[config.mk]
export PLATFORM = sky130hd
export DESIGN_NAME = lut_ram_multiport_flat
export DESIGN_NICKNAME = d
export VERILOG_FILES = /design/src/rtl/lut_ram_multiport_pkg.sv /design/src/rtl/lut_ram_multiport_if.sv /design/src/rtl/lut_ram_multiport_init_seq.sv /design/src/rtl/lut_ram_multiport.sv /design/src/flat_wrapper.sv
export SDC_FILE = /design/constraint.sdc
export NUM_CORES = 1
export LEC_CHECK = 0
export BUFFER_PORTS_ARGS = -buffer_cell sky130_fd_sc_hd__buf_2
export CELL_PAD_IN_SITES_DETAIL_PLACEMENT = 1
export CELL_PAD_IN_SITES_GLOBAL_PLACEMENT = 1
export CORE_ASPECT_RATIO = 0.6
export CORE_MARGIN = 4
export CORE_UTILIZATION = 55
export DETAILED_ROUTE_END_ITERATION = 10
export HOLD_SLACK_MARGIN = 0.05
export PLACE_DENSITY = 0.8
export SETUP_SLACK_MARGIN = 0.3
export SLEW_MARGIN = 10
export SYNTH_ARGS = -nofsm -noshare
export SYNTH_HDL_FRONTEND = slang
export SYNTH_HIERARCHICAL = 1
export SYNTH_SLANG_ARGS = --single-unit
[constraint.sdc]
create_clock -name clock -period 4 [get_ports clock]
set_clock_uncertainty 0.15 [all_clocks]
set_input_delay 0.8 -clock clock [delete_from_list [all_inputs] [get_ports clock]]
set_output_delay 0.8 -clock clock [all_outputs]
set_load 0.02 [all_outputs]
[src/rtl/lut_ram_multiport_pkg.sv]
// Shared types and helpers for the multi-port LUT RAM.
// The init sequencer state type and the depth computation live here.
package lut_ram_pkg;

    typedef enum logic {
        INIT  = 1'b0,
        READY = 1'b1
    } state_t;

    function automatic int depth_of(input int addr_w);
        return 1 << addr_w;
    endfunction

endpackage

[src/rtl/lut_ram_multiport_if.sv]
// Bus interface for lut_ram_multiport: write port, NUM_RD packed read ports, status.
// The master drives requests and the slave (the RAM) returns data and status.
interface lut_ram_multiport_if #(
    parameter int DATA_W = 16,
    parameter int ADDR_W = 5,
    parameter int NUM_RD = 3
);
    logic                     init_done;
    logic                     wr_en;
    logic [ADDR_W-1:0]        wr_addr;
    logic [DATA_W-1:0]        wr_data;
    logic [NUM_RD-1:0]        rd_en;
    logic [NUM_RD*ADDR_W-1:0] rd_addr;
    logic [NUM_RD*DATA_W-1:0] rd_data;
    logic [NUM_RD-1:0]        rd_valid;
    logic                     wr_dropped;

    modport master (
        output wr_en, wr_addr, wr_data, rd_en, rd_addr,
        input  init_done, rd_data, rd_valid, wr_dropped
    );

    modport slave (
        input  wr_en, wr_addr, wr_data, rd_en, rd_addr,
        output init_done, rd_data, rd_valid, wr_dropped
    );

endinterface

[src/rtl/lut_ram_multiport_init_seq.sv]
// Init sequencer: fills every entry with INIT_WORD after reset, then hands the
// array write port to the user. Flags user writes that arrive during the fill.
//
//   state | meaning
//   INIT  | sweeping addresses 0..DEPTH-1, writing INIT_WORD; user writes dropped
//   READY | array initialised; user write port passed through
module lut_ram_init_seq
    import lut_ram_pkg::*;
#(
    parameter int                DATA_W    = 16,
    parameter int                ADDR_W    = 5,
    parameter logic [DATA_W-1:0] INIT_WORD = '0
) (
    input  logic              clock,
    input  logic              reset_n,
    input  logic              i_wr_en,
    input  logic [ADDR_W-1:0] i_wr_addr,
    input  logic [DATA_W-1:0] i_wr_data,
    output logic              o_init_done,
    output logic              o_mem_we,
    output logic [ADDR_W-1:0] o_mem_addr,
    output logic [DATA_W-1:0] o_mem_data,
    output logic              o_wr_drop
);

    state_t            r_state;
    state_t            w_state_nxt;
    logic [ADDR_W-1:0] r_cnt;
    logic [ADDR_W-1:0] w_cnt_nxt;
    logic              r_init_done;
    logic              w_init_done_nxt;

    always_ff @(posedge clock or negedge reset_n) begin
        if (!reset_n) begin
            r_state     <= INIT;
            r_cnt       <= '0;
            r_init_done <= 1'b0;
        end else begin
            r_state     <= w_state_nxt;
            r_cnt       <= w_cnt_nxt;
            r_init_done <= w_init_done_nxt;
        end
    end

    always_comb begin
        w_state_nxt     = r_state;
        w_cnt_nxt       = r_cnt;
        w_init_done_nxt = r_init_done;
        o_mem_we        = i_wr_en;
        o_mem_addr      = i_wr_addr;
        o_mem_data      = i_wr_data;
        o_wr_drop       = 1'b0;
        case (r_state)
            INIT: begin
                o_mem_we   = 1'b1;
                o_mem_addr = r_cnt;
                o_mem_data = INIT_WORD;
                o_wr_drop  = i_wr_en;
                w_cnt_nxt  = r_cnt + 1'b1;
                // Last address written this cycle: done is visible from the next edge.
                if (r_cnt == {ADDR_W{1'b1}}) begin
                    w_state_nxt     = READY;
                    w_init_done_nxt = 1'b1;
                end
            end
            READY: begin
                w_state_nxt = READY;
            end
            default: begin
                w_state_nxt = INIT;
            end
        endcase
    end

    assign o_init_done = r_init_done;

endmodule

[src/rtl/lut_ram_multiport.sv]
// Distributed RAM with one write port and NUM_RD read ports, self-initialised to INIT_WORD.
// Define LUT_RAM_WR_BYPASS_EN for write-first reads; default is read-first.
module lut_ram_multiport
    import lut_ram_pkg::*;
#(
    parameter int                DATA_W    = 16,
    parameter int                ADDR_W    = 5,
    parameter int                NUM_RD    = 3,
    parameter int                OUT_REG   = 1,
    parameter logic [DATA_W-1:0] INIT_WORD = '0
) (
    input  logic                clock,
    input  logic                reset_n,
    lut_ram_multiport_if.slave  bus
);

    localparam int DEPTH = depth_of(ADDR_W);

    logic [DATA_W-1:0] r_mem [DEPTH];
    logic              w_mem_we;
    logic [ADDR_W-1:0] w_mem_addr;
    logic [DATA_W-1:0] w_mem_data;
    logic              w_init_done;
    logic              w_wr_drop;
    logic              r_wr_dropped;
    logic [DATA_W-1:0] w_rd_word [NUM_RD];

    lut_ram_init_seq #(
        .DATA_W    (DATA_W),
        .ADDR_W    (ADDR_W),
        .INIT_WORD (INIT_WORD)
    ) u_init_seq (
        .clock       (clock),
        .reset_n     (reset_n),
        .i_wr_en     (bus.wr_en),
        .i_wr_addr   (bus.wr_addr),
        .i_wr_data   (bus.wr_data),
        .o_init_done (w_init_done),
        .o_mem_we    (w_mem_we),
        .o_mem_addr  (w_mem_addr),
        .o_mem_data  (w_mem_data),
        .o_wr_drop   (w_wr_drop)
    );

    // No reset on the array: it maps to LUT RAM, which is cleared by the sequencer instead.
    always_ff @(posedge clock) begin
        if (w_mem_we) begin
            r_mem[w_mem_addr] <= w_mem_data;
        end
    end

    always_ff @(posedge clock or negedge reset_n) begin
        if (!reset_n) begin
            r_wr_dropped <= 1'b0;
        end else if (w_wr_drop) begin
            r_wr_dropped <= 1'b1;
        end
    end

    assign bus.init_done  = w_init_done;
    assign bus.wr_dropped = r_wr_dropped;

    for (genvar g = 0; g < NUM_RD; g++) begin : g_rd
        logic [ADDR_W-1:0] w_addr;
        assign w_addr = bus.rd_addr[g*ADDR_W +: ADDR_W];

`ifdef LUT_RAM_WR_BYPASS_EN
        assign w_rd_word[g] = (bus.wr_en && w_init_done && (bus.wr_addr == w_addr))
                              ? bus.wr_data : r_mem[w_addr];
`else
        assign w_rd_word[g] = r_mem[w_addr];
`endif

        if (OUT_REG != 0) begin : g_reg
            logic [DATA_W-1:0] r_data;
            logic              r_valid;

            always_ff @(posedge clock or negedge reset_n) begin
                if (!reset_n) begin
                    r_data  <= '0;
                    r_valid <= 1'b0;
                end else begin
                    r_valid <= bus.rd_en[g] & w_init_done;
                    if (bus.rd_en[g] && w_init_done) begin
                        r_data <= w_rd_word[g];
                    end
                end
            end

            assign bus.rd_data[g*DATA_W +: DATA_W] = r_data;
            assign bus.rd_valid[g]                 = r_valid;
        end else begin : g_comb
            assign bus.rd_data[g*DATA_W +: DATA_W] = w_rd_word[g];
            assign bus.rd_valid[g]                 = bus.rd_en[g] & w_init_done;
        end
    end

endmodule
[src/flat_wrapper.sv]
// flat-port wrapper written by rule: the top's interface ports become plain ports
module lut_ram_multiport_flat import lut_ram_pkg::*;
#(
    parameter int                DATA_W    = 16,
    parameter int                ADDR_W    = 5,
    parameter int                NUM_RD    = 3,
    parameter int                OUT_REG   = 1,
    parameter logic [DATA_W-1:0] INIT_WORD = '0
)
  (clock, reset_n, bus_wr_en, bus_wr_addr, bus_wr_data, bus_rd_en, bus_rd_addr, bus_init_done, bus_rd_data, bus_rd_valid, bus_wr_dropped);
  lut_ram_multiport_if #(.DATA_W(DATA_W), .ADDR_W(ADDR_W), .NUM_RD(NUM_RD)) bus_i ();
  input  logic clock;
  input  logic reset_n;
  input wire logic [$bits(bus_i.wr_en)-1:0] bus_wr_en;
  input wire logic [$bits(bus_i.wr_addr)-1:0] bus_wr_addr;
  input wire logic [$bits(bus_i.wr_data)-1:0] bus_wr_data;
  input wire logic [$bits(bus_i.rd_en)-1:0] bus_rd_en;
  input wire logic [$bits(bus_i.rd_addr)-1:0] bus_rd_addr;
  output wire logic [$bits(bus_i.init_done)-1:0] bus_init_done;
  output wire logic [$bits(bus_i.rd_data)-1:0] bus_rd_data;
  output wire logic [$bits(bus_i.rd_valid)-1:0] bus_rd_valid;
  output wire logic [$bits(bus_i.wr_dropped)-1:0] bus_wr_dropped;
  assign bus_i.wr_en = bus_wr_en;
  assign bus_i.wr_addr = bus_wr_addr;
  assign bus_i.wr_data = bus_wr_data;
  assign bus_i.rd_en = bus_rd_en;
  assign bus_i.rd_addr = bus_rd_addr;
  assign bus_init_done = bus_i.init_done;
  assign bus_rd_data = bus_i.rd_data;
  assign bus_rd_valid = bus_i.rd_valid;
  assign bus_wr_dropped = bus_i.wr_dropped;
  lut_ram_multiport #(.DATA_W(DATA_W), .ADDR_W(ADDR_W), .NUM_RD(NUM_RD), .OUT_REG(OUT_REG), .INIT_WORD(INIT_WORD)) u_core (.clock(clock), .reset_n(reset_n), .bus(bus_i));
endmodule
==> results of run 1 <==
cell families after synthesis:
family / share of synthesized area, %
AOI/OAI and AO/OA: 14.9
buffers and inverters: 4.45
adders and majority gates: 0.0796
xor gates and xnor gates: 0.0836
and+or+nand+nor: 2.21
DFF: 53.6
muxes: 24.7
cell type report:
type | count | area share, %
antenna | 1 | 0.00715
clock buffer | 81 | 4.53
clock inverter | 21 | 0.575
inverter | 4 | 0.0429
multi-input combinational | 1500 | 38.2
sequential | 571 | 48.1
tap | 759 | 2.71
timing repair buffer | 238 | 5.78
stage by stage:
stage | power [mW] | setup slack (ns) | util (%) | instance area (um2) | cells
2_1_floorplan | 7.88 | 1.03 | - | 31500 | 2280
3_3_place_gp | 8.50 | 0.827 | 59.1 | 33200 | 3070
3_5_place_dp | 8.55 | 0.722 | 59.1 | 33200 | 3070
4_1_cts | 13.8 | 0.888 | 62.2 | 35000 | 3172
5_1_grt | 14.2 | 0.754 | 62.3 | 35000 | 3174
6_report | 13.9 | 0.870 | 62.3 | 35000 | 3175
worst paths after layout:
kind	startpoint	end	slack, ns	cells after the start
setup / recovery	u_core/u_init_seq/r_state	u_core/r_mem[16][5]	0.87	4
hold / removal	reset_n	u_core/g_rd[1].g_reg.r_data[12]	0.21	1
setup reg to reg	u_core/u_init_seq/r_state	u_core/r_mem[16][5]	0.87	4
hold reg to reg	u_core/bus.wr_dropped	u_core/bus.wr_dropped	0.34	1
max in group asynchronous	reset_n	u_core/g_rd[2].g_reg.r_data[4]	2.78	1
min in group clock	u_core/bus.wr_dropped	u_core/bus.wr_dropped	0.34	1
Yosys cell counts (44+ instances only):
cell      number  share of area (%)
a22oi_1      192                4.6
a22o_1        96                2.7
clkbuf_1      79               0.94
dfrtp_1       59                4.7
a221oi_1      92                2.6
a21oi_1       96                1.5
buf_4         57                1.4
mux2i_1      768                 24
edfxtp_1     512                 49
o22ai_1       48               0.95
nand2_1       55               0.66
o41ai_2       44                2.3
state kept, by name, indices dropped and copies added (netlist names):
signal	count
u_core/bus.wr_dropped	1
u_core/g_rd.g_reg.r_data	48
u_core/g_rd.g_reg.r_valid	3
u_core/r_mem	512
u_core/u_init_seq/o_init_done	1
u_core/u_init_seq/r_cnt	5
u_core/u_init_seq/r_state	1
power by group:
group	switching (mW)	internal (mW)
Sequential	0.0907	6.58
Combinational	1.20	0.637
Clock	2.38	2.99
Total	3.67	10.2
worst max-delay path: stages (launching register included):
cell and delay [ns]:
dfrtp_1 0.81, mux2_2 0.46, or3b_2 0.64, nor2_2 0.50, buf_12 0.25
routing by layer:
metal / vias to the layer above / wire length [um] / track usage [%]
met2: 1981 / 53400 / 58.0
met4: 16 / 7310 / 20.2
met3: 498 / 16300 / 11.9
met5: - / 107 / 0
met1: 12381 / 47900 / 54.3
li1: 9441 / - / -
==> flow_summary.yaml, run 1 <==
clock_network:
  clock-root-buffer: "clkbuf_16"
  htree_levels: 2
  cts.path.max_buffers: 3
  clock_sinks: 571
  worstSkewPairLatency_ns: 0.63
  cts_hold_buf: 0
  postCtsResizedCells: 0
  cts_tree: "done"
  clkTransAtPathRegs_ns: 0.06
  cts_buffers: 55
  cts_setup_buffers: 0
final_layout:
  drive_gt1_share_pct: 17.9
  final_nets: 2414
  seqCellArea_um2: 16900
  area.growth.synth_to_final_pct: 11.3
  final_cell_mix: "mux2i_1 (768), edfxtp_1 (512), a22oi_1 (192), buf_4 (109)"
  final_common_cell: "mux2i_1"
  fill_cells: 5252
  multi_input_comb_area_um2: 13400
sta:
  period_share_pct: 78.3
  tightest_slew_ns: 1.42
  slew_viol_final: 0
  finalHoldViolations: 0
  whs_ns: 0.206
  rsz0062_at_grt: "no"
  setup_viol: 0
  max_slew_margin_pct: 5.14
  period_needed_ns: 3.13
  timing.fmax_ghz: 0.319
  final.setup.tns_ns: 0
logic_synthesis:
  syn_inst: 2280
  synth_edf_count: 512
  syn_area_um2: 31500
  synth_nets: 2324
  ys_types: 37
  synthArstFlopShare_pct: 10.3
  syn_area_per_cell_um2: 13.8
  ys_seq_area_share_pct: 53.6
  synth_seq_cells: 571
  synthFlopType: "edfxtp_1"
  yosysWarnings: 6
critical_path:
  path_class: "flop to flop"
  required_ns: 4.17
  arrival_ns: 3.30
  end_kind: "flop"
  start_kind: "flop"
  worstPathMaxFanout: 22
grt:
  gr-total-overflow: 0
  grt_max_degree: 65
  antenna_found_initial: 7
  grtUsageTotal_pct: 39.8
  grt_pass1_wl_um: 177000
  grt_pass1_vias: 24948
outcome:
  status: "completed"
detailed_routing:
  drt-wirelength-per-cell_um: 39.4
  drt-pass1-iter-count: 6
  route.detailed.drc: 0
  drt_iter0_drc: 3792
  final_antenna_net_count: 0
  drt-total-wl_um: 125000
  viasPerCell: 7.66
  vias: 24317
die:
  die_w_um: 317
  ioPinCount: 95
  core-area_um2: 56200
  std_cell_rows: 67
  fp.dieH_um: 193
  die_area_um2: 61200
  initial_core_util_pct: 56.0
power_and_ir_drop:
  peakVddDrop_mv: 0.373
  pwr_density_cell_nw_per_um2: 397
  p_leak_nw: 13.7
placement:
  gp_congestion: 0.930
  hpwl_um: 77500
  port_buffers: 94
flow_run:
  cap_violations: 0
min_path:
  hold_class: "primary input to asynchronous set/reset pin"
Power figures use the tool's default switching activity.
==> inputs of run 2 (changes only) <==
Settings changed: ABC_AREA from default to 1, CORE_UTILIZATION 55 to 48, PLACE_DENSITY 0.8 to 0.78.
Clock period 4 ns to 3.2 ns, I/O delays scaled along.
==> flow_summary.yaml, run 2 <==
outcome:
  status: "completed"
die:
  std_cell_rows: 75
  fp.dieH_um: 214
  die_area_um2: 75200
  die_w_um: 351
  initial_core_util_pct: 48.5
  ioPinCount: 95
  core-area_um2: 70000
final_layout:
  utilization_pct: 53.0
  postLayoutCellArea_um2: 37100
  largest_reg_flops: 512
  reg_top3: "u_core/r_mem x512, u_core/g_rd.g_reg.r_data x48, u_core/u_init_seq/r_cnt x5"
  area.growth.synth_to_final_pct: 9.28
  final_common_cell: "nand2_1"
  regMostFlops: "u_core/r_mem"
  drive_gt1_share_pct: 9.05
  final_nets: 4404
  final_cell_mix: "nand2_1 (2058), nand3_1 (1310), edfxtp_1 (512), buf_4 (133), buf_2 (84)"
critical_path:
  end_kind: "flop"
  r2r_cells: 4
  required_ns: 3.35
  path_class: "flop to flop"
  worstPathMaxFanout: 16
  arrival_ns: 3.03
  start_kind: "flop"
sta:
  period_share_pct: 89.9
  final.setup.tns_ns: 0
  timing.fmax_ghz: 0.348
  rsz0062_at_grt: "no"
  max_slew_margin_pct: 26.0
  finalHoldViolations: 0
  slew_viol_final: 0
  whs_ns: 0.154
  setup_viol: 0
  period_needed_ns: 2.88
  tightest_slew_ns: 1.11
logic_synthesis:
  syn_area_um2: 34000
  syn_inst: 4365
  synth_commonest_cells: "nand2_1 (2058), nand3_1 (1310), edfxtp_1 (512), buf_2 (108), buf_6 (102)"
  synth_area_leader_cell: "edfxtp_1"
  synth_most_common_cell: "nand2_1"
  synthFlopType: "edfxtp_1"
  synth_nets: 4409
  synth_seq_cells: 571
  ys_types: 23
  ys_seq_area_share_pct: 49.6
  synth.area.top_cells: "edfxtp_1 (45%), nand2_1 (23%), nand3_1 (19%)"
  synth.top_cell.area_share_pct: 45.3
  synthArstFlopShare_pct: 10.3
  synth_edf_count: 512
  syn_area_per_cell_um2: 7.78
  yosysWarnings: 6
grt:
  grt_pass1_wl_um: 230000
  grtUsageTotal_pct: 41.3
  antenna_found_initial: 12
  grt_pass1_vias: 33481
  gr-total-overflow: 0
  grt_max_degree: 117
detailed_routing:
  drt_iter0_drc: 5266
  viasPerCell: 6.50
  route.detailed.drc: 0
  drt-total-wl_um: 159000
  drt-pass1-iter-count: 6
  vias: 34681
  drt-wirelength-per-cell_um: 29.8
  final_antenna_net_count: 0
power_and_ir_drop:
  combPwrFrac_pct: 16.4
  peakVddDrop_mv: 0.503
  swShare_pct: 29.8
  p_leak_nw: 15.7
  finalPower_mw: 18.4
  intPower_mw: 12.9
  seqPwrFrac_pct: 45.5
  p_clk_share_pct: 38.2
  pwr_density_cell_nw_per_um2: 494
  power.switching_mw: 5.47
placement:
  port_buffers: 94
  placed_area_um2: 35200
  gp_congestion: 0.941
  hpwl_um: 100000
min_path:
  hold_class: "primary input to flop"
  hold_depth: 4
clock_network:
  cts_tree: "done"
  worstSkewPairLatency_ns: 0.66
  clock-root-buffer: "clkbuf_16"
  cts_setup_buffers: 0
  clock_sinks: 571
  htree_levels: 2
  cts.path.max_buffers: 3
  clkTransAtPathRegs_ns: 0.07
  cts_buffers: 57
flow_run:
  cap_violations: 0
[run 2: through the flow]
step / setup slack, ns / instances
after detailed placement: 0.183 / 5224
after global routing: 0.354 / 5333
after CTS: 0.493 / 5333
final: 0.324 / 5336
after floorplan: 0.808 / 4365
after global placement: 0.237 / 5224
[run 2: cell families (layout without fill, tap and decap cells)]
family | after synthesis | in the layout | share of synthesized area (%)
and+or+nand+nor | 3405 | 3405 | 42.5
DFF | 571 | 571 | 49.6
buffers and inverters | 382 | 426 | 7.77
AOI/OAI and AO/OA | 4 | 4 | 0.0663
adders and majority gates | 2 | 2 | 0.0736
xor gates and xnor gates | 1 | 1 | 0.0258
other | 0 | 3 | 0
[run 2: cell type report]
class | instances | area (um2)
Sequential cell | 571 | 16900
Timing Repair Buffer | 272 | 2460
Multi-Input combinational cell | 3412 | 14600
Clock inverter | 24 | 256
Antenna cell | 3 | 7.51
Fill cell | 8655 | 32900
Inverter | 46 | 206
Clock buffer | 84 | 1620
Tap cell | 924 | 1160
[run 2: critical path, cell delays in order, from the launching register on]
cell and delay [ns]:
dfrtp_1 0.55, o21ai_1 0.61, nand3_1 0.58, nor2_2 0.25, buf_4 0.35
[run 2: layer usage]
metal	GRT usage [%]	wire length, um
met4	16.0	6840
met1	58.3	62900
met2	55.7	63000
met5	0	88
met3	17.9	26000
[run 2: path summary, 6_finish.rpt]
| path | startpoint | endpoint | slack (ns) |
|---|---|---|---|
| max in group asynchronous | reset_n | u_core/u_init_seq/r_cnt[0] | 1.59 |
| min reg2reg | u_core/bus.wr_dropped | u_core/bus.wr_dropped | 0.31 |
| max reg2reg | u_core/u_init_seq/r_state | u_core/r_mem[28][11] | 0.32 |
| min | bus_wr_en | u_core/bus.wr_dropped | 0.15 |
| max | u_core/u_init_seq/r_state | u_core/r_mem[28][11] | 0.32 |
| min in group asynchronous | reset_n | u_core/g_rd[1].g_reg.r_valid | 0.53 |
[run 2: repair_timing]
item,CTS,global route
hold endpoints to repair,7,0
hold buffers,1,0
endpoints found under the setup margin,96,0
resized for setup,2,0
[run 2: power groups by stage]
stage               clock (mW)  combinational [mW]  sequential (mW)
global placement             0                2.79             8.49
finish                    7.00                3.00             8.35
floorplan                    0                1.60             8.53
global route              7.34                3.14             8.35
detailed placement           0                2.85             8.49
CTS                       7.04                2.87             8.34
